===== src/rtl/esp_uart.sv =====
`default_nettype none
// ============================================================================
//  Module      : esp_uart
//  Description : CPU-mapped UART link to an ESP co-processor. 9-bit frames
//                (8 data bits plus start-of-message flag), TX/RX FIFOs,
//                CTS flow control on transmit, sticky overflow/framing flags.
//  Revision    : 1.0 - initial release
// ============================================================================
module esp_uart #(
    parameter int CLK_HZ     = 28636360,
    parameter int BAUD       = 1789772,
    parameter int FIFO_DEPTH = 16
) (
    input  logic        clk,
    input  logic        reset_n,
    input  logic        bus_addr,
    input  logic        bus_strobe,
    input  logic        bus_wren,
    input  logic [31:0] bus_wrdata,
    output logic [31:0] bus_rddata,
    input  logic        uart_rxd,
    output logic        uart_txd,
    input  logic        uart_cts_n
);

    // Bit period in clocks, rounded to nearest
    localparam int c_DIV  = (CLK_HZ + BAUD / 2) / BAUD;
    localparam int c_AW   = $clog2(FIFO_DEPTH);
    localparam int c_CW   = c_AW + 1;
    localparam int c_TW   = $clog2(c_DIV);

    localparam logic [c_TW-1:0] c_TICK = c_TW'(c_DIV - 1);
    localparam logic [c_TW-1:0] c_HALF = c_TW'(c_DIV / 2 - 1);
    localparam logic [c_CW-1:0] c_FULL = c_CW'(FIFO_DEPTH);

    // Shared state encoding for the TX and RX machines
    localparam logic [1:0] c_S_IDLE  = 2'd0;
    localparam logic [1:0] c_S_START = 2'd1;
    localparam logic [1:0] c_S_DATA  = 2'd2;
    localparam logic [1:0] c_S_STOP  = 2'd3;

    // ------------------------------------------------------------------
    // Bus decode
    // ------------------------------------------------------------------
    logic w_wr_data, w_wr_stat, w_rd_data, w_rd_stat;
    assign w_wr_data = bus_strobe &  bus_wren &  bus_addr;
    assign w_wr_stat = bus_strobe &  bus_wren & ~bus_addr;
    assign w_rd_data = bus_strobe & ~bus_wren &  bus_addr;
    assign w_rd_stat = bus_strobe & ~bus_wren & ~bus_addr;

    logic w_unused_wr;
    assign w_unused_wr = &{1'b0, bus_wrdata[31:9]};

    // ------------------------------------------------------------------
    // Synchronizers (preset high so reset looks like an idle line / no CTS)
    // ------------------------------------------------------------------
    logic r_rx_s1, r_rx_s2, r_rx_prev, r_cts_s1, r_cts_s2;

    // Two-flop synchronizers for rxd and cts_n, plus rxd edge history
    always_ff @(posedge clk or negedge reset_n) begin
        if (!reset_n) begin
            r_rx_s1   <= 1'b1;
            r_rx_s2   <= 1'b1;
            r_rx_prev <= 1'b1;
            r_cts_s1  <= 1'b1;
            r_cts_s2  <= 1'b1;
        end else begin
            r_rx_s1   <= uart_rxd;
            r_rx_s2   <= r_rx_s1;
            r_rx_prev <= r_rx_s2;
            r_cts_s1  <= uart_cts_n;
            r_cts_s2  <= r_cts_s1;
        end
    end

    // ------------------------------------------------------------------
    // TX FIFO
    // ------------------------------------------------------------------
    logic [8:0]      r_txf_mem [FIFO_DEPTH];
    logic [c_AW-1:0] r_txf_wp, r_txf_rp;
    logic [c_CW-1:0] r_txf_cnt;
    logic            w_txf_full, w_txf_push, w_txf_pop;

    assign w_txf_full = (r_txf_cnt == c_FULL);
    assign w_txf_push = w_wr_data & ~w_txf_full;

    // TX FIFO storage; written only on an accepted DATA write
    always_ff @(posedge clk) begin
        if (w_txf_push) r_txf_mem[r_txf_wp] <= bus_wrdata[8:0];
    end

    // TX FIFO pointers and occupancy; push and pop may coincide
    always_ff @(posedge clk or negedge reset_n) begin
        if (!reset_n) begin
            r_txf_wp  <= '0;
            r_txf_rp  <= '0;
            r_txf_cnt <= '0;
        end else begin
            if (w_txf_push) r_txf_wp <= r_txf_wp + 1'b1;
            if (w_txf_pop)  r_txf_rp <= r_txf_rp + 1'b1;
            case ({w_txf_push, w_txf_pop})
                2'b10:   r_txf_cnt <= r_txf_cnt + c_CW'(1);
                2'b01:   r_txf_cnt <= r_txf_cnt - c_CW'(1);
                default: r_txf_cnt <= r_txf_cnt;
            endcase
        end
    end

    // ------------------------------------------------------------------
    // TX state machine
    // ------------------------------------------------------------------
    logic [1:0]      r_tx_state;
    logic [c_TW-1:0] r_tx_cnt;
    logic [3:0]      r_tx_bit;
    logic [8:0]      r_tx_shift;
    logic            r_txd;
    logic            w_tx_tick;

    assign w_tx_tick = (r_tx_cnt == c_TICK);
    // A new frame launches from IDLE, or straight out of the last stop-bit clock
    assign w_txf_pop = (r_txf_cnt != '0) & ~r_cts_s2 &
                       ((r_tx_state == c_S_IDLE) | ((r_tx_state == c_S_STOP) & w_tx_tick));
    assign uart_txd  = r_txd;

    // TX frame sequencer: start bit, 9 data bits LSB first, stop bit
    always_ff @(posedge clk or negedge reset_n) begin
        if (!reset_n) begin
            r_tx_state <= c_S_IDLE;
            r_tx_cnt   <= '0;
            r_tx_bit   <= '0;
            r_tx_shift <= '0;
            r_txd      <= 1'b1;
        end else begin
            case (r_tx_state)
                c_S_IDLE: begin
                    r_tx_cnt <= '0;
                    if (w_txf_pop) begin
                        r_tx_state <= c_S_START;
                        r_tx_shift <= r_txf_mem[r_txf_rp];
                        r_txd      <= 1'b0;
                    end
                end
                c_S_START: begin
                    if (w_tx_tick) begin
                        r_tx_state <= c_S_DATA;
                        r_tx_cnt   <= '0;
                        r_tx_bit   <= '0;
                        r_txd      <= r_tx_shift[0];
                        r_tx_shift <= {1'b0, r_tx_shift[8:1]};
                    end else begin
                        r_tx_cnt <= r_tx_cnt + 1'b1;
                    end
                end
                c_S_DATA: begin
                    if (w_tx_tick) begin
                        r_tx_cnt <= '0;
                        if (r_tx_bit == 4'd8) begin
                            r_tx_state <= c_S_STOP;
                            r_txd      <= 1'b1;
                        end else begin
                            r_tx_bit   <= r_tx_bit + 1'b1;
                            r_txd      <= r_tx_shift[0];
                            r_tx_shift <= {1'b0, r_tx_shift[8:1]};
                        end
                    end else begin
                        r_tx_cnt <= r_tx_cnt + 1'b1;
                    end
                end
                default: begin
                    if (w_tx_tick) begin
                        r_tx_cnt <= '0;
                        if (w_txf_pop) begin
                            r_tx_state <= c_S_START;
                            r_tx_shift <= r_txf_mem[r_txf_rp];
                            r_txd      <= 1'b0;
                        end else begin
                            r_tx_state <= c_S_IDLE;
                        end
                    end else begin
                        r_tx_cnt <= r_tx_cnt + 1'b1;
                    end
                end
            endcase
        end
    end

    // ------------------------------------------------------------------
    // RX state machine
    // ------------------------------------------------------------------
    logic [1:0]      r_rx_state;
    logic [c_TW-1:0] r_rx_cnt;
    logic [3:0]      r_rx_bit;
    logic [8:0]      r_rx_shift;
    logic            r_rx_brk;
    logic            w_rx_tick, w_rx_stop_end;

    assign w_rx_tick     = (r_rx_cnt == c_TICK);
    assign w_rx_stop_end = (r_rx_state == c_S_STOP) & ~r_rx_brk & w_rx_tick;

    // RX frame sampler; r_rx_brk holds STOP after a bad stop bit until the line idles
    always_ff @(posedge clk or negedge reset_n) begin
        if (!reset_n) begin
            r_rx_state <= c_S_IDLE;
            r_rx_cnt   <= '0;
            r_rx_bit   <= '0;
            r_rx_shift <= '0;
            r_rx_brk   <= 1'b0;
        end else begin
            case (r_rx_state)
                c_S_IDLE: begin
                    r_rx_cnt <= '0;
                    r_rx_brk <= 1'b0;
                    if (r_rx_prev & ~r_rx_s2) r_rx_state <= c_S_START;
                end
                c_S_START: begin
                    if (r_rx_cnt == c_HALF) begin
                        r_rx_cnt <= '0;
                        r_rx_bit <= '0;
                        r_rx_state <= r_rx_s2 ? c_S_IDLE : c_S_DATA;
                    end else begin
                        r_rx_cnt <= r_rx_cnt + 1'b1;
                    end
                end
                c_S_DATA: begin
                    if (w_rx_tick) begin
                        r_rx_cnt   <= '0;
                        r_rx_shift <= {r_rx_s2, r_rx_shift[8:1]};
                        if (r_rx_bit == 4'd8) r_rx_state <= c_S_STOP;
                        else                  r_rx_bit   <= r_rx_bit + 1'b1;
                    end else begin
                        r_rx_cnt <= r_rx_cnt + 1'b1;
                    end
                end
                default: begin
                    if (r_rx_brk) begin
                        if (r_rx_s2) r_rx_state <= c_S_IDLE;
                    end else if (w_rx_tick) begin
                        r_rx_cnt <= '0;
                        if (r_rx_s2) r_rx_state <= c_S_IDLE;
                        else         r_rx_brk   <= 1'b1;
                    end else begin
                        r_rx_cnt <= r_rx_cnt + 1'b1;
                    end
                end
            endcase
        end
    end

    // ------------------------------------------------------------------
    // RX FIFO
    // ------------------------------------------------------------------
    logic [8:0]      r_rxf_mem [FIFO_DEPTH];
    logic [c_AW-1:0] r_rxf_wp, r_rxf_rp;
    logic [c_CW-1:0] r_rxf_cnt;
    logic            w_rxf_full, w_rxf_nempty, w_rxf_push, w_rxf_pop;

    assign w_rxf_full   = (r_rxf_cnt == c_FULL);
    assign w_rxf_nempty = (r_rxf_cnt != '0);
    assign w_rxf_push   = w_rx_stop_end & r_rx_s2 & ~w_rxf_full;
    assign w_rxf_pop    = w_rd_data & w_rxf_nempty;

    // RX FIFO storage; written on a good stop bit with room available
    always_ff @(posedge clk) begin
        if (w_rxf_push) r_rxf_mem[r_rxf_wp] <= r_rx_shift;
    end

    // RX FIFO pointers and occupancy; push and pop may coincide
    always_ff @(posedge clk or negedge reset_n) begin
        if (!reset_n) begin
            r_rxf_wp  <= '0;
            r_rxf_rp  <= '0;
            r_rxf_cnt <= '0;
        end else begin
            if (w_rxf_push) r_rxf_wp <= r_rxf_wp + 1'b1;
            if (w_rxf_pop)  r_rxf_rp <= r_rxf_rp + 1'b1;
            case ({w_rxf_push, w_rxf_pop})
                2'b10:   r_rxf_cnt <= r_rxf_cnt + c_CW'(1);
                2'b01:   r_rxf_cnt <= r_rxf_cnt - c_CW'(1);
                default: r_rxf_cnt <= r_rxf_cnt;
            endcase
        end
    end

    // ------------------------------------------------------------------
    // Status flags and read data
    // ------------------------------------------------------------------
    logic        r_ovf, r_fe;
    logic [31:0] r_rddata;
    logic [31:0] w_status;

    assign w_status   = {28'd0, r_fe, r_ovf, w_txf_full, w_rxf_nempty};
    assign bus_rddata = r_rddata;

    // Sticky error flags; a new error in the same cycle as a clear wins
    always_ff @(posedge clk or negedge reset_n) begin
        if (!reset_n) begin
            r_ovf <= 1'b0;
            r_fe  <= 1'b0;
        end else begin
            r_ovf <= (w_rx_stop_end & r_rx_s2 & w_rxf_full) |
                     (r_ovf & ~(w_wr_stat & bus_wrdata[2]));
            r_fe  <= (w_rx_stop_end & ~r_rx_s2) |
                     (r_fe & ~(w_wr_stat & bus_wrdata[3]));
        end
    end

    // Registered read port; value holds until the next read
    always_ff @(posedge clk or negedge reset_n) begin
        if (!reset_n) begin
            r_rddata <= '0;
        end else if (w_rd_stat) begin
            r_rddata <= w_status;
        end else if (w_rd_data) begin
            r_rddata <= w_rxf_nempty ? {23'd0, r_rxf_mem[r_rxf_rp]} : 32'd0;
        end
    end

endmodule
`default_nettype wire


===== config.mk =====
export PLATFORM = sky130hd
export DESIGN_NAME = esp_uart
export DESIGN_NICKNAME = d
export VERILOG_FILES = /design/src/rtl/esp_uart.sv
export SDC_FILE = /design/constraint.sdc
export NUM_CORES = 1
export LEC_CHECK = 0
export CELL_PAD_IN_SITES_DETAIL_PLACEMENT = 0
export CELL_PAD_IN_SITES_GLOBAL_PLACEMENT = 2
export CORE_ASPECT_RATIO = 0.75
export CORE_UTILIZATION = 41
export DETAILED_ROUTE_END_ITERATION = 6
export GPL_ROUTABILITY_DRIVEN = 0
export GPL_TIMING_DRIVEN = 0
export PLACE_DENSITY = 0.87
export SYNTH_ARGS = -nofsm -noshare
export SYNTH_HDL_FRONTEND = slang
export SYNTH_SLANG_ARGS = --single-unit

===== constraint.sdc =====
create_clock -name clk -period 2.65 [get_ports clk]
set_input_delay 0.3975 -clock clk [delete_from_list [all_inputs] [get_ports clk]]
set_output_delay 0.3975 -clock clk [all_outputs]
set_load 0.05 [all_outputs]

==> reports/metrics.yaml <==
outcome: "complete, no violations"
leakage_nw: 6.38
comb_power_share_pct: 18.4
endpoint_kind: "flip-flop"
p_total_mw: 14.9
avgSynthCellArea_sq_um: 16.5
hpwl_mm: 20.8
p_seq_share_pct: 45.8
clockBufferDepth: 3
grt_first_pass_wirelength_mm: 48.9
synth_largest_area_cell: "edfxtp_1"
arrival_ps: 3020
setup_viol: 0
sw_frac_of_total_pct: 27.5
cts_buffers: 37
area_growth_pct: 17.4
avgRoutedWirePerCell_um: 19.8
drive_above_1_share_pct: 22.7
synth_flop_cell: "edfxtp_1"
final_common_cell: "edfxtp_1"
die_x_um: 227
fp.dieArea_sq_um: 38700
core_area_sq_um: 37200
ys_ff_latch: 370
final_cell_mix: "edfxtp_1, dfrtp_1, buf_4"
synth_top_area_share_pct: 55.7
critPathLaunchType: "flip-flop"
cts-root-buf: "clkbuf_16"
finalMaxSlewViolations: 0
worst_slew_pin_slew_ps: 739
die_h_um: 171
grt_max_degree: 56
criticalPathCategory: "reg2reg"
portBuffers: 24
cts_max_level: 2
drt_iter0_drc: 566
grt_usage_pct: 16.8
hold_violations: 0
worst-path-max-fanout: 4
drc: 0
ioPinCount: 72
p_int_mw: 10.8
clock_latency_ps: 540
synthArstFlopShare_pct: 22.2
ys_seq_area_share_pct: 68.9
synth_cell_types: 64
clock_power_share_pct: 35.7
maxCapViolations: 0
synth_edf_count: 288
synth_area_leaders: "edfxtp_1, dfrtp_1, mux4_2, ha_1, mux2i_1"
first_pass_iters: 5
wirelength_mm: 31.6
whs_ps: 307
via_per_inst: 5.22
antenna_found_initial: 0
grt_pass1_vias: 8297
fin_crit_ps: 2590
dpl_worst_slack_ps: -637
start_util_pct: 41.8
diodes: 0
cp.required_ps: 3080
tns_ps: 0
num_vias: 8324
fin_crit_sh_pct: 97.9
worst_slack_ps: 55.7
rsz0062_at_grt: "yes"
p_per_area_nw_per_um2: 817
final_antenna_net_count: 0
row_count: 61
clk_pin_slew_worst_paths_ps: 60
syn_area_sq_um: 15500
cts.sinks: 370
nNetsFinal: 1133
worst_clock_skew_ps: 28.6
yosys_warnings: 0
grt_overflow: 0
relSlewSlack_pct: 50.6
p_sw_mw: 4.10
synthCells: 944
hold_path_class: "in2reg"
tritoncts: "built"
irDropWorstVdd_v: 0.000579
fmax_mhz: 385
==> metrics by stage <==
| step | cell area, sq um | instances | utilization, % |
|---|---|---|---|
| 3_3_place_gp | 16600 | 1494 | 44.5 |
| 2_1_floorplan | 15700 | 966 | - |
| 6_report | 18200 | 1595 | 49.1 |
| 5_1_grt | 18200 | 1595 | 49.1 |
| 4_1_cts | 18100 | 1579 | 48.6 |
| 3_5_place_dp | 16600 | 1499 | 44.7 |
==> registers in the layout (all words and copies together) (netlist names), 2 cells and up <==
register    count
r_tx_bit        4
r_rx_bit        4
r_rxf_wp        4
r_txf_wp        4
r_tx_cnt        4
r_rx_shift      9
r_txf_mem     144
r_txf_rp        4
r_rxf_cnt       5
r_rxf_rp        4
r_tx_state      2
r_rxf_mem     144
r_rx_state      2
r_tx_shift      9
r_txf_cnt       5
r_rx_cnt        4
bus_rddata      9
==> kinds of logic after synthesis <==
| kind of cell | after synthesis | synth area share, % |
|---|---|---|
| other | 1 | 0.0241 |
| AOI/OAI and AO/OA | 129 | 5.88 |
| adders and majority gates | 32 | 2.58 |
| and+or+nand+nor | 188 | 6.27 |
| muxes | 106 | 11.6 |
| buffers and inverters | 91 | 3.17 |
| DFF | 370 | 68.9 |
| xor gates and xnor gates | 27 | 1.52 |
==> critical path, cell delays in order, from the launching register on <==
cell,delay [ps]
dfrtp_1,370
buf_6,120
nor4_4,290
nand2_2,120
and4_1,180
buf_6,130
inv_8,50
ha_4,120
buf_8,90
xor2_1,140
ha_2,230
a21o_1,120
nand2_1,50
a21o_1,190
a31oi_2,180
xnor2_1,130
==> what timing repair did <==
item                                    4_1_cts  5_1_grt
gates resized for setup                      22       20
buffers inserted                             13       16
cloned                                        0        0
pin swaps                                     8       14
endpoints found under the setup margin       78       12
hold buffers                                  1        0
hold endpoints to repair                     24        0
==> cell type report <==
class	instances	area, sq um
Inverter	27	126
Clock buffer	51	1020
Fill cell	3093	18900
Multi-Input combinational cell	505	4580
Clock inverter	17	230
Tap cell	504	631
Sequential cell	370	10700
Timing Repair Buffer	59	523
Buffer	62	407
==> synthesized netlist by cell type (8+ instances only) <==
library cell  number
edfxtp_1         288
dfrtp_1           76
nand2_1           56
mux4_2            54
mux2i_1           35
ha_1              32
buf_4             29
a22oi_1           26
and2_1            26
nor2_1            26
inv_1             25
nand3_1           23
a21oi_1           19
clkbuf_1          19
o21ai_0           17
xnor2_1           15
mux2_2            14
xor2_1            12
a22o_1            11
nor2b_1           10
nor3_1             9
buf_2              8
o22ai_1            8
==> path summary, 6_finish.rpt <==
kind / to / start / slack [ps] / cells after the start
setup / recovery: r_txf_cnt[4] / r_txf_cnt[2] / 60 / 15
hold / removal: r_cts_s1 / uart_cts_n / 310 / 1
setup reg to reg: r_txf_cnt[4] / r_txf_cnt[2] / 60 / 15
hold reg to reg: r_rx_s2 / r_rx_s1 / 350 / 0
max in group asynchronous: r_rx_s1 / reset_n / 1610 / 3
min in group asynchronous: r_tx_bit[1] / reset_n / 340 / 2
==> power groups by stage <==
stage	Clock, mW	Combinational [mW]	Sequential (mW)
finish	5.32	2.75	6.83
global route	5.63	2.99	6.87
CTS	5.42	2.69	6.82
detailed placement	0	2.53	6.95
global placement	0	2.50	6.94
floorplan	0	1.65	7.04
==> routing by layer <==
layer / global-route usage (%) / share of wire (%) / up-vias
met5: 0 / 0 / -
met3: 2.46 / 4.6 / 37
met1: 25.4 / 48 / 4249
met2: 25.5 / 46 / 190
met4: 3.82 / 1.4 / 0
li1: - / - / 3848
(Power assumes the default switching activity.)
==> edit 1, RTL diff (same settings) <==
The parameter `BAUD` goes from 1789772 to 3579544.
--- a/src/rtl/esp_uart.sv
+++ b/src/rtl/esp_uart.sv
@@ -8,7 +8,7 @@
 // ============================================================================
 module esp_uart #(
     parameter int CLK_HZ     = 28636360,
-    parameter int BAUD       = 1789772,
+    parameter int BAUD       = 3579544,
     parameter int FIFO_DEPTH = 16
 ) (
     input  logic        clk,
Formal check against the unedited RTL: same outputs for any inputs over 4 cycles, from zero or initial values and one cycle with reset_n low; that may be too few to reach the edited logic, so the function may still have changed.
==> edit 1 against the original RTL <==
Sequential power is 0.6% lower. Cell count is 0.75% lower. Via count is 1.2% lower. Design area is 1.3% lower. Die area is 0.23% lower. Synthesized cell count is 1.3% higher. Setup slack better by 0.076 ns. Sequential cell count is 2 lower. Synthesized area is 0.23% lower. Hold slack worse by 0.042 ns. Power is 0.53% lower. Clock skew is 0.0032 ns higher. Routed wire length is 1.8% lower.
==> edit 1: results (changes against the original RTL) <==
* Status: complete, no violations
* Resized Gates After CTS at 25 (+14%)
* First-pass GRT wire length at 47.4 mm (-3.1%)
* Crit-path max FO at 10 (+6)
* Skew-Pair Late Insertion Delay at 0.56 ns (+0.02 ns)
* Fraction of area in multi-input gates at 25.5% (+0.38 points)
* Worst VDD drop at 0.000397 V (-31%)
* Worst path arrival time at 2.94 ns (-0.08 ns)
* Async SR Flop Fraction at 21.7% (-0.42 points)
* Vias per inst at 5.19 (-0.48%)
* Fin util at 48.4% (-0.66 points)
* Met1 Resource Use GR at 25.3% (-0.15 points)
* Reg-to-Reg End: r_tx_shift[0]$_DFFE_PN0P_
* Clock buffers at 48 (-5.9%)
* Post-synthesis mux area share at 12.5% (+0.87 points)
* Buffers excl. clock at 99 (-18%)
* FF-to-FF Start: r_txf_rp[0]$_DFFE_PN0P_
* Most frequent cells after synthesis: edfxtp_1 (288), mux2i_1 (75), dfrtp_1 (74), mux4_2 (40), nand2_1 (38)
* Area Growth Syn to Fin at 16.1%
* Dpl ws at -0.809 ns (-0.172 ns)
* Sink Count at 368 (-0.54%)
* Sequential cell area share at 59.3% (+0.51 points)
* Cts bufs inserted at 38 (+2.7%)
* Compound-Gate Fraction of Synth Area at 5.78% (-0.10 points)
* Worst R2R Path Depth at 8 (-7)
* Max Freq at 397 MHz (+3.0%)
* Sequential element share of the synthesized area at 68.8% (-0.17 points)
* Total combinational power at 2.63 mW (-4%)
* Number of multi-input combinational cells at 518 (+2.6%)
* Post-Place Cell Area at 16500 sq um (-0.71%)
==> edit 1: changes by cell type after synthesis, sizes merged, moves of 9 or more <==
cell / delta
nand3: -15
nor2b: +11
a211oi: +9
mux2: +11
nand2: -18
mux4: -17
mux2i: +40
and2: +10
==> edit 1: worst max-delay path by stage <==
| stage | start | end |
|---|---|---|
| floorplan | r_rxf_cnt[1]$_DFFE_PN0P_ | r_rxf_cnt[4]$_DFFE_PN0P_ |
| global placement | reset_n | bus_rddata[6]$_DFFE_PN0P_ |
| detailed placement | bus_strobe | r_rxf_cnt[4]$_DFFE_PN0P_ |
| CTS | r_rxf_cnt[3]$_DFFE_PN0P_ | r_rxf_cnt[4]$_DFFE_PN0P_ |
| global route | r_txf_cnt[2]$_DFFE_PN0P_ | r_txf_cnt[4]$_DFFE_PN0P_ |
| finish | r_txf_rp[0]$_DFFE_PN0P_ | r_tx_shift[0]$_DFFE_PN0P_ |
==> edit 2, RTL diff (same flow settings) <==
Made on the original files. Make the reset (`reset_n`) synchronous in 7 clocked blocks.
--- a/src/rtl/esp_uart.sv
+++ b/src/rtl/esp_uart.sv
@@ -57,7 +57,7 @@
     logic r_rx_s1, r_rx_s2, r_rx_prev, r_cts_s1, r_cts_s2;
 
     // Two-flop synchronizers for rxd and cts_n, plus rxd edge history
-    always_ff @(posedge clk or negedge reset_n) begin
+    always_ff @(posedge clk) begin
         if (!reset_n) begin
             r_rx_s1   <= 1'b1;
             r_rx_s2   <= 1'b1;
@@ -90,7 +90,7 @@
     end
 
     // TX FIFO pointers and occupancy; push and pop may coincide
-    always_ff @(posedge clk or negedge reset_n) begin
+    always_ff @(posedge clk) begin
         if (!reset_n) begin
             r_txf_wp  <= '0;
             r_txf_rp  <= '0;
@@ -123,7 +123,7 @@
     assign uart_txd  = r_txd;
 
     // TX frame sequencer: start bit, 9 data bits LSB first, stop bit
-    always_ff @(posedge clk or negedge reset_n) begin
+    always_ff @(posedge clk) begin
         if (!reset_n) begin
             r_tx_state <= c_S_IDLE;
             r_tx_cnt   <= '0;
@@ -198,7 +198,7 @@
     assign w_rx_stop_end = (r_rx_state == c_S_STOP) & ~r_rx_brk & w_rx_tick;
 
     // RX frame sampler; r_rx_brk holds STOP after a bad stop bit until the line idles
-    always_ff @(posedge clk or negedge reset_n) begin
+    always_ff @(posedge clk) begin
         if (!reset_n) begin
             r_rx_state <= c_S_IDLE;
             r_rx_cnt   <= '0;
@@ -265,7 +265,7 @@
     end
 
     // RX FIFO pointers and occupancy; push and pop may coincide
-    always_ff @(posedge clk or negedge reset_n) begin
+    always_ff @(posedge clk) begin
         if (!reset_n) begin
             r_rxf_wp  <= '0;
             r_rxf_rp  <= '0;
@@ -292,7 +292,7 @@
     assign bus_rddata = r_rddata;
 
     // Sticky error flags; a new error in the same cycle as a clear wins
-    always_ff @(posedge clk or negedge reset_n) begin
+    always_ff @(posedge clk) begin
         if (!reset_n) begin
             r_ovf <= 1'b0;
             r_fe  <= 1'b0;
@@ -305,7 +305,7 @@
     end
 
     // Registered read port; value holds until the next read
-    always_ff @(posedge clk or negedge reset_n) begin
+    always_ff @(posedge clk) begin
         if (!reset_n) begin
             r_rddata <= '0;
         end else if (w_rd_stat) begin
Check against the original RTL: differs if reset_n is asserted again (counterexample within 4 cycles, from zero or initial values and one cycle with reset_n low); with reset_n held inactive, the same outputs for 4 cycles.
==> edit 2 against the original RTL <==
Sequential cell count is 8 higher. Synthesized area is 0.19% higher. Hold slack better by 0.14 ns. Critical endpoint is now r_txf_cnt[2]$_SDFFE_PN0P_. Via count is 4.6% higher. Design area is 0.83% lower. First-iteration DRC count is 23% higher. Setup slack better by 0.078 ns. Sequential share of layout area is 0.82 points lower. Die area is 0.18% higher. Routed wire length is 3.9% higher.
Power is not compared: it rests on default switching activity, and its combinational part moved more than twofold at a synthesized area within 25%.
==> edit 2: results (changes against the original RTL) <==
* Met3 Wirelength at 1.73 mm (+20%)
* R2R Setup Slk at 0.13 ns (+0.08 ns)
* Largest cells by area after synthesis: edfxtp_1 (56%), dfxtp_1 (12%), mux4_2 (8.0%), ha_1 (2.5%), mux2i_1 (2.3%)
* ANT cells at 0 (unchanged)
* Initial antenna violation count at 0 (unchanged)
* Post-synth EDFFs at 288 (unchanged)
* First-pass GRT wire length at 49.8 mm (+1.9%)
* Primary FF master, synth: edfxtp_1
* Initial drt markers at 698 (+23%)
* Worst Tran Pin Value at 1.11 ns (+0.366 ns)
* Total track usage at 17.2% (+0.42 points)
* Post-Place Cell Area at 16700 sq um (+0.16%)
* Top flop regs: r_rxf_mem: 144 flops, r_txf_mem: 144 flops
* Worst min path class: reg -> reg
* Cell count after placement at 1573 (+4.9%)
* Post-DP HPWL at 22.3 mm (+7.2%)
* Routed wl met2 at 14.0 mm (-3.5%)
* Worst path slowest cell: dfxtp_4
* IO Port Bufs at 25 (+4.2%)
* Met1 Resource Use GR at 26.7% (+1.3 points)
* WHS Endpoint: r_tx_cnt[0]$_SDFF_PP0_
* Unique cell type count in the Yosys netlist at 66 (+3.1%)
* Sequential element share of the synthesized area at 67.2% (-1.8 points)
* Fillers at 3218 (+4.0%)
* Mapped Cells at 1018 (+7.8%)
* Dpl ws at -0.902 ns (-0.265 ns)
* Final WL at 32.8 mm (+3.9%)
* H-tree Lvls at 2 (unchanged)
* Crit-path max FO at 9 (+5)
* Met3 GRT Util at 2.70% (+0.24 points)
* Vias in the first global route at 8305 (+0.096%)
* Root Driver: clkbuf_16
* Avg WL per Cell at 19.9 um (+0.46%)
* Hold path startpoint: r_tx_cnt[0]$_SDFF_PP0_
* Crit path largest cell delay at approximately 0.38 ns
* Worst path arrival time at 2.96 ns (-0.06 ns)
* Status: complete, no violations
* Max Root-Sink Buffers at 3 (unchanged)
* Most frequent cells after synthesis: edfxtp_1 (288), dfxtp_1 (90), nor2_1 (78), mux4_2 (55), nand2_1 (53)
* Cts bufs inserted at 38 (+2.7%)
* Async SR Flop Fraction at 0% (-22 points)
* Post-Route M1 WL at 16.2 mm (+7.1%)
* Yosys warns at 0 (unchanged)
* Pin count of the biggest net entering global routing at 19 (-66%)
* Reg-to-Reg End: r_txf_cnt[2]$_SDFFE_PN0P_
* Layout cell share with drive strength beyond 1 at 21.5% (-1.3 points)
* Worst clock skew at 0.0119 ns (-0.0166 ns)
* Lkg Pwr at 5.96 nW
* GR Layer Usage met2 at 24.4% (-1.1 points)
* Worst R2R Path Depth at 11 (-4)
* FF-to-FF Start: r_tx_state[0]$_SDFFE_PN0P_
* Fin nets at 1189 (+4.9%)
* Skew-Pair Late Insertion Delay at 0.54 ns (about the same)
* Total number of vias at 8705 (+4.6%)
edit 2: cell count changes in the layout (fill, tap and decap cells not counted), moves of 11 or more:
cell     unedited run  this run
dfxtp_1             0        75
and2_1             22         5
a22o_1             11         0
a21oi_1            19        49
a22oi_1            26         9
dfxtp_2             0        11
dfrtp_1            70         0
buf_4              62        41
nor2_1             22        78
edit 2: worst max-delay path, delay by kind of cell (launching register included):
family	cells	cell delay (ns)
buf+inv	1	0.13
simple gates	1	0.32
compound gates	4	0.67
fa+ha+maj	3	0.61
flops	1	0.38
xor+xnor	2	0.32
edit 2: cell type report:
class                           count  area, sq um  area share [%]
Sequential cell                   378        10500            58.0
Multi-Input combinational cell    563         4890            27.1
Clock buffer                       53         1080            5.96
Tap cell                          504          631            3.49
Buffer                             68          427            2.36
Timing Repair Buffer               40          363            2.01
Inverter                           30          113           0.623
Clock inverter                     14         98.8           0.547
edit 2: repair_timing:
action                                 4_1_cts  5_1_grt
gates cloned                                 0        0
gates resized for setup                     16       31
pin swaps                                    8        9
endpoints found under the hold margin        0        0
setup endpoints to repair                   37        4
setup buffers                               10        1
edit 2: worst max-delay path by stage:
stage	start	end	slack [ns]	cells past startpoint
after global placement	bus_strobe	r_txf_mem[3][4]$_DFFE_PP_	-0.87	5
after CTS	r_rxf_cnt[0]$_SDFFE_PN0P_	r_rxf_cnt[4]$_SDFFE_PN0P_	0.0009	13
after detailed placement	bus_wren	r_rxf_cnt[4]$_SDFFE_PN0P_	-0.90	12
after floorplan	r_rx_state[0]$_SDFFE_PN0P_	r_rxf_cnt[4]$_SDFFE_PN0P_	0.0003	13
after global routing	r_tx_state[0]$_SDFFE_PN0P_	r_txf_cnt[4]$_SDFFE_PN0P_	0.004	12
final	r_tx_state[0]$_SDFFE_PN0P_	r_txf_cnt[2]$_SDFFE_PN0P_	0.13	11
edit 2: logic make-up (layout without fill, tap and decap cells):
| group | after synthesis | after routing | synth area share, % |
|---|---|---|---|
| buffers and inverters | 99 | 205 | 3.35 |
| muxes | 117 | 117 | 12.4 |
| DFF | 378 | 378 | 67.2 |
| xor gates and xnor gates | 26 | 26 | 1.46 |
| adders and majority gates | 31 | 31 | 2.49 |
| AOI/OAI and AO/OA | 141 | 141 | 6.03 |
| other | 1 | 23 | 0.0241 |
| and+or+nand+nor | 225 | 225 | 7.12 |
edit 2: where the power goes:
part           internal (mW)  total, mW  switching, mW  leakage, nW
Sequential              6.37       6.41         0.0426         3.36
Combinational          0.230      0.631          0.401         2.02
Clock                   2.86       5.07           2.21        0.578
edit 2: through the flow:
step	hold slack (ns)	total power, mW
after global placement	0.397	7.11
after floorplan	0.386	6.95
after CTS	0.425	12.2
after detailed placement	0.410	7.12
after global routing	0.441	12.5
final	0.442	12.1
